### config.mk
export PLATFORM = sky130hd
export DESIGN_NAME = pcie_cfg_cpl_decoder
export DESIGN_NICKNAME = d
export VERILOG_FILES = /design/src/rtl/pcie_cfg_cpl_decoder.sv
export SDC_FILE = /design/constraint.sdc
export NUM_CORES = 1
export LEC_CHECK = 0
export ABC_AREA = 1
export CORE_AREA = 2 2 99 101
export CTS_BUF_LIST = sky130_fd_sc_hd__clkbuf_8
export CTS_CLUSTER_SIZE = 24
export DETAILED_ROUTE_END_ITERATION = 8
export DIE_AREA = 0 0 101 103
export PLACE_DENSITY_LB_ADDON = 0.2
export SLEW_MARGIN = 20
export SYNTH_ARGS = -nofsm -noshare
export SYNTH_HDL_FRONTEND = slang
export SYNTH_SLANG_ARGS = --single-unit
### constraint.sdc
create_clock -name user_clk -period 2.8 [get_ports user_clk]
set_input_delay 0.7 -clock user_clk [delete_from_list [all_inputs] [get_ports user_clk]]
set_output_delay 0.7 -clock user_clk [all_outputs]
set_load 0.005 [all_outputs]
### src/rtl/pcie_cfg_cpl_decoder.sv
// Requester Completion sink for configuration requests: matches each completion
// against the single outstanding CfgRd0/CfgWr0 and reports data, status and timeouts.
module pcie_cfg_cpl_decoder #(
    parameter int          C_DATA_WIDTH        = 128,
    parameter int          KEEP_WIDTH          = C_DATA_WIDTH / 32,
    parameter int          AXI4_RC_TUSER_WIDTH = 75,
    parameter logic [15:0] REQUESTER_ID        = 16'h00AF,
    parameter logic [7:0]  EXPECTED_TAG        = 8'h00,
    parameter logic [19:0] TIMEOUT_CYCLES      = 20'd500000
) (
    input  logic                           user_clk,
    input  logic                           reset,
    input  logic [C_DATA_WIDTH-1:0]        rc_tdata,
    input  logic [KEEP_WIDTH-1:0]          rc_tkeep,
    input  logic [AXI4_RC_TUSER_WIDTH-1:0] rc_tuser,
    input  logic                           rc_tlast,
    input  logic                           rc_tvalid,
    output logic                           rc_tready,
    input  logic                           cpl_expect,
    input  logic                           cpl_is_read,
    input  logic [1:0]                     cpl_func_num,
    output logic                           busy,
    output logic                           cpl_done,
    output logic [31:0]                    cpl_data,
    output logic [2:0]                     cpl_status,
    output logic                           cpl_ok,
    output logic                           cpl_timeout,
    output logic                           cpl_unexpected
);

    typedef enum logic {
        ST_IDLE,
        ST_WAIT
    } state_t;

    state_t      state_q, state_d;
    logic        rc_tready_q, rc_tready_d;
    logic        in_pkt_q, in_pkt_d;
    logic [19:0] cnt_q, cnt_d;
    logic        is_read_q, is_read_d;
    logic [1:0]  func_q, func_d;
    logic        cpl_done_q, cpl_done_d;
    logic [31:0] cpl_data_q, cpl_data_d;
    logic [2:0]  cpl_status_q, cpl_status_d;
    logic        cpl_ok_q, cpl_ok_d;
    logic        cpl_timeout_q, cpl_timeout_d;
    logic        cpl_unexpected_q, cpl_unexpected_d;

    // Completion descriptor fields of the first beat.
    logic [3:0]  f_err_code;
    logic [10:0] f_dword_count;
    logic [2:0]  f_status;
    logic        f_poisoned;
    logic [15:0] f_requester_id;
    logic [7:0]  f_tag;
    logic [2:0]  f_function;
    logic [31:0] f_data;

    assign f_err_code     = rc_tdata[15:12];
    assign f_dword_count  = rc_tdata[42:32];
    assign f_status       = rc_tdata[45:43];
    assign f_poisoned     = rc_tdata[46];
    assign f_requester_id = rc_tdata[63:48];
    assign f_tag          = rc_tdata[71:64];
    assign f_function     = rc_tdata[74:72];
    assign f_data         = rc_tdata[127:96];

    logic beat_accept;
    logic sop;
    logic match;

    assign beat_accept = rc_tvalid && rc_tready_q;
    assign sop         = beat_accept && !in_pkt_q;
    assign match       = sop
                      && (f_tag == EXPECTED_TAG)
                      && (f_requester_id == REQUESTER_ID)
                      && (f_function == {1'b0, func_q});

    always_comb begin
        // NOTE: every target gets a default first so no path leaves it unassigned (no latch).
        state_d          = state_q;
        rc_tready_d      = 1'b1;
        in_pkt_d         = in_pkt_q;
        cnt_d            = cnt_q;
        is_read_d        = is_read_q;
        func_d           = func_q;
        cpl_done_d       = 1'b0;
        cpl_data_d       = cpl_data_q;
        cpl_status_d     = cpl_status_q;
        cpl_ok_d         = cpl_ok_q;
        cpl_timeout_d    = cpl_timeout_q;
        cpl_unexpected_d = 1'b0;

        if (beat_accept) begin
            in_pkt_d = !rc_tlast;
        end

        unique case (state_q)
            ST_IDLE: begin
                // Any completion while nothing is outstanding is stray, even if arming now.
                if (sop) begin
                    cpl_unexpected_d = 1'b1;
                end
                if (cpl_expect) begin
                    is_read_d = cpl_is_read;
                    func_d    = cpl_func_num;
                    cnt_d     = '0;
                    state_d   = ST_WAIT;
                end
            end

            ST_WAIT: begin
                if (match) begin
                    cpl_status_d  = f_status;
                    cpl_data_d    = (is_read_q && (f_dword_count == 11'd1) && (f_status == 3'd0))
                                    ? f_data : 32'd0;
                    cpl_ok_d      = (f_status == 3'd0) && (f_err_code == 4'd0) && !f_poisoned;
                    cpl_timeout_d = 1'b0;
                    cpl_done_d    = 1'b1;
                    state_d       = ST_IDLE;
                end else begin
                    if (sop) begin
                        cpl_unexpected_d = 1'b1;
                    end
                    // A match on the last counted cycle takes priority over the timeout.
                    if (cnt_q == TIMEOUT_CYCLES - 20'd1) begin
                        cpl_status_d  = 3'd0;
                        cpl_data_d    = 32'd0;
                        cpl_ok_d      = 1'b0;
                        cpl_timeout_d = 1'b1;
                        cpl_done_d    = 1'b1;
                        state_d       = ST_IDLE;
                    end else begin
                        cnt_d = cnt_q + 20'd1;
                    end
                end
            end

            default: state_d = ST_IDLE;
        endcase
    end

    // NOTE: state updates use non-blocking assignments so every flop samples pre-edge values.
    always_ff @(posedge user_clk) begin
        if (reset) begin
            state_q          <= ST_IDLE;
            rc_tready_q      <= 1'b0;
            in_pkt_q         <= 1'b0;
            cnt_q            <= '0;
            is_read_q        <= 1'b0;
            func_q           <= '0;
            cpl_done_q       <= 1'b0;
            cpl_data_q       <= '0;
            cpl_status_q     <= '0;
            cpl_ok_q         <= 1'b0;
            cpl_timeout_q    <= 1'b0;
            cpl_unexpected_q <= 1'b0;
        end else begin
            state_q          <= state_d;
            rc_tready_q      <= rc_tready_d;
            in_pkt_q         <= in_pkt_d;
            cnt_q            <= cnt_d;
            is_read_q        <= is_read_d;
            func_q           <= func_d;
            cpl_done_q       <= cpl_done_d;
            cpl_data_q       <= cpl_data_d;
            cpl_status_q     <= cpl_status_d;
            cpl_ok_q         <= cpl_ok_d;
            cpl_timeout_q    <= cpl_timeout_d;
            cpl_unexpected_q <= cpl_unexpected_d;
        end
    end

    assign rc_tready      = rc_tready_q;
    assign busy           = (state_q == ST_WAIT);
    assign cpl_done       = cpl_done_q;
    assign cpl_data       = cpl_data_q;
    assign cpl_status     = cpl_status_q;
    assign cpl_ok         = cpl_ok_q;
    assign cpl_timeout    = cpl_timeout_q;
    assign cpl_unexpected = cpl_unexpected_q;

    // Sideband and descriptor bits the decoder does not look at.
    logic unused_bits;
    assign unused_bits = ^{rc_tkeep, rc_tuser, rc_tdata[11:0], rc_tdata[31:16],
                           rc_tdata[47], rc_tdata[95:75]};

endmodule
==> implementation parameters <==
Parameter                              Value

Logic synthesis
  Ranking of synthesized cells by instance count    133 x sky130_fd_sc_hd__nand2_1, 93 x sky130_fd_sc_hd__nor2_1, 65 x sky130_fd_sc_hd__dfxtp_1
  Synthesized-area fraction occupied by adder cells    0.351%
  Synthesized-area fraction occupied by xor and xnor cells    less than 1%
  Yosys warns    0
  Mean instance size in the synthesized netlist    between 6 and 7 µm²
  Top cell type's share of synthesized area    36.5%
  Largest cells by area after synthesis    sky130_fd_sc_hd__dfxtp_1 37%, sky130_fd_sc_hd__nand2_1 14%, sky130_fd_sc_hd__nor2_1 9.8%
  Area share of and/or/nand/nor cells after synthesis    43.4%
  Complex-gate fraction of the synthesized area    under 10%
  Most frequently used flop master after synthesis    sky130_fd_sc_hd__dfxtp_1
  Mapped Cells    534
  Cell Area, Synth    3560 µm²
  Number of flops mapped to enable cells by yosys    0
  Number of different library cells in the post-synthesis netlist    33
  Number of synthesized register bits    between 60 and 70
  Fraction of synthesized area in multiplexers    0%
  Cell with the most instances after synthesis    sky130_fd_sc_hd__nand2_1
  Largest area contributor in the synthesized netlist    sky130_fd_sc_hd__dfxtp_1
  Sequential cell area fraction in the yosys report    36.5%
  Post-synth ARST share    0%
  Syn nets    750
  Combinational family with the most area after synthesis    simple AND/OR/NAND/NOR gates

Power
  Clock network power share    40.4%
  Max VDD drop    0.237 mV
  Share of total power in combinational logic    12.5%
  Total power divided by cell area    about 400 nW/µm²
  Net switching fraction of the power    about a quarter
  Static leakage    1.85 nW
  Share of total power in sequential cells    a little under half
  Internal power of the cells    1.50 mW
  Switching power summed over all nets    510 µW

Setup path
  Crit-path leading delay family    simple AND/OR/NAND/NOR gates
  CP max FO    11
  CP Data Required Time    3080 ps
  Flop-to-flop setup slack    750 ps
  Critical path class    primary input to flop
  R2R depth    10
  Depth of the critical timing path with buffers and inverters included    12
  Nature of the critical path startpoint    primary input
  Largest stage delay on the critical path    720 ps
  CP Cell Sequence    clkdlybuf4s50_1 -> nand2_1 -> inv_1 -> nand2_1 -> nor2_1 -> nand2_1 -> nor2_1 -> nor2_1 -> nand2_1 -> nand2_1 -> nand2_1 -> nor2_1
  CP max-delay cell    sky130_fd_sc_hd__nor2_1
  Most common cell on crit path    sky130_fd_sc_hd__nand2_1
  Capture instance of the worst register-to-register path    cnt_q[0]
  Arr. time, crit path    about 2700 ps
  Worst reg2reg path startpoint    cnt_q[0]
  Number of buffers and inverters on the critical path    2
  Critical Path End Type    flop

Clock tree
  CTS tree    built
  Number of levels in the clock H-tree    3
  TritonCTS sink count    65
  Clock latency reported for the late side of the worst-skew pair    350 ps
  Register clock-pin slew on the reported worst setup and hold paths    70 ps
  Number of gates given a new drive strength after cts    0
  Number of CTS-inserted buffers    9
  CTS Root Buffer Type    sky130_fd_sc_hd__clkbuf_8
  Postcts setup bufs    0
  Clock buffer depth    2
  Quantity of hold-fixing buffers added after cts    0

Route
  Wire length per cell    13.7 µm
  Final routed DRC violation total    0
  Routed Wire Length    roughly 11000 µm
  Via density    4.98
  Number of vias after detailed routing    3865
  Initial detailed-routing violation count    116
  Number of search-and-repair iterations in the first detailed-routing pass    4
  DRT antenna net count    0

Hold path
  Hold Startpoint    cpl_data[6]
  Number of cells on the worst hold path    2
  Hold WC Path Type    flop to flop
  End of the worst hold path    cpl_data[6]

Cells and area
  Area added between synthesis and finish    41.8%
  Core Util, Final    53.4%
  Layout filler cell count    930
  Fraction of layout cells with a size suffix above 1    7.55%
  Number of antenna repair diodes    0
  Final layout net count    873

Placement
  Number of buffers inserted by port buffering    126
  DPL Wire Length    around 8100 µm
  GPL Wtd Cong    a little under 0.9

Job
  Max cap viols    0

Die
  Starting Density    37.7%
  IO Pins    256
  Die footprint    10400 µm²
  Die height    between 100 and 150 µm
  Number of rows in the core area    36
  Die span in x    101 µm
  Total core area    about 9500 µm²

Outcome
  Result of the run    completed

Global routing
  Via count of the first global-routing pass    roughly 3600
  Maximum number of pins on one net before global-route repair    35
  Overflow left after global routing    0
  All-layer global routing usage    roughly a fifth
  Global-route wire length before repair    ~17000 µm
  Antenna violations before repair    0

Timing
  Pin slew with the least headroom to its limit    954 ps
  Tmin final    2390 ps
  Period utilisation layout    85.5%
  Fmax    418 MHz
  Setup repair after global routing missed its margin    false
  Final-report max-slew violation count    0
  Final setup TNS    0 ps
  Final count of negative-setup-slack endpoints    0
  Worst setup skew after layout    between 10 and 15 ps
  Worst hold slack across all endpoints    ~460 ps
  Worst slew margin relative to its limit    36.2%
  Number of endpoints with negative hold slack in the final report    0
-- worst register-to-register path: cells and delay by family, from the launching register on --
kind,cells,cell delay [ps]
simple gates,9,1440
flops,1,330
fa+ha+maj,1,220
-- kinds of logic after synthesis --
| family | Yosys count |
|---|---|
| simple gates | 338 |
| buf+inv | 69 |
| flops | 65 |
| compound gates | 57 |
| xor+xnor | 4 |
| fa+ha+maj | 1 |
-- per-layer routing --
layer | share of wire, % | wire length (µm) | global-route usage [%]
met5 | 0 | 0 | 0
met4 | 1.6 | 173 | 8.42
met3 | 6.8 | 725 | 3.80
met2 | 48 | 5050 | 35.1
met1 | 44 | 4680 | 25.2
-- cell type report --
cell class              instances  area [µm²]  share of cell area, %
inverters                      48         180                   3.57
multi-input cells             400        1890                   37.3
repair buffers                133        1340                   26.5
well taps                     114         143                   2.82
clock buffers                   9         124                   2.45
clock inverters                 7        78.8                   1.56
flip-flops and latches         65        1300                   25.8
-- stage by stage --
stage	cell area (µm²)	power (mW)	instances	worst slack (ps)
6_report	5050	2.01	776	407
2_1_floorplan	3560	1.06	534	992
5_1_grt	5050	2.10	776	257
4_1_cts	5050	2.04	776	459
3_5_place_dp	4850	1.22	760	101
3_3_place_gp	4850	1.21	760	119
-- power groups by stage --
stage               registers [mW]  logic (mW)  clock network, mW
floorplan                    0.965      0.0991                  0
CTS                          0.945       0.253              0.839
global route                 0.946       0.276              0.880
global placement             0.966       0.248                  0
finish                       0.945       0.252              0.812
detailed placement           0.967       0.251                  0
-- how the worst max path moves through the flow --
stage	startpoint	end	slack (ps)
4_1_cts	rc_tvalid	cnt_q[0]	460
3_5_place_dp	rc_tvalid	cnt_q[0]	100
2_1_floorplan	rc_tdata[65]	cpl_data[16]	990
5_1_grt	rc_tvalid	cnt_q[15]	260
6_report	rc_tvalid	cnt_q[0]	410
3_3_place_gp	rc_tvalid	cnt_q[4]	120
-- registers in the layout (all words and copies together), names as in the netlist --
name / cells
cpl_timeout: 1
cpl_unexpected: 1
in_pkt_q: 1
cpl_data: 32
cpl_status: 3
busy: 1
cnt_q: 20
cpl_done: 1
rc_tready: 1
is_read_q: 1
func_q: 2
cpl_ok: 1
-- cells in the final DEF (no fill, tap or decap), drive strengths merged --
master,n
dfxtp,65
nand4,20
o21ai,5
buf,7
a21oi,51
clkinv,4
nand2,138
and2,2
nor3,7
clkdlybuf4s50,126
inv,50
ha,1
nand3,59
xor2,4
clkbuf,9
nor3b,2
nor2,103
and3b,1
nand3b,3
bufinv,1
or2,1
nor4,2
a211oi,1
Note: power is estimated with default switching activity, not from simulation.
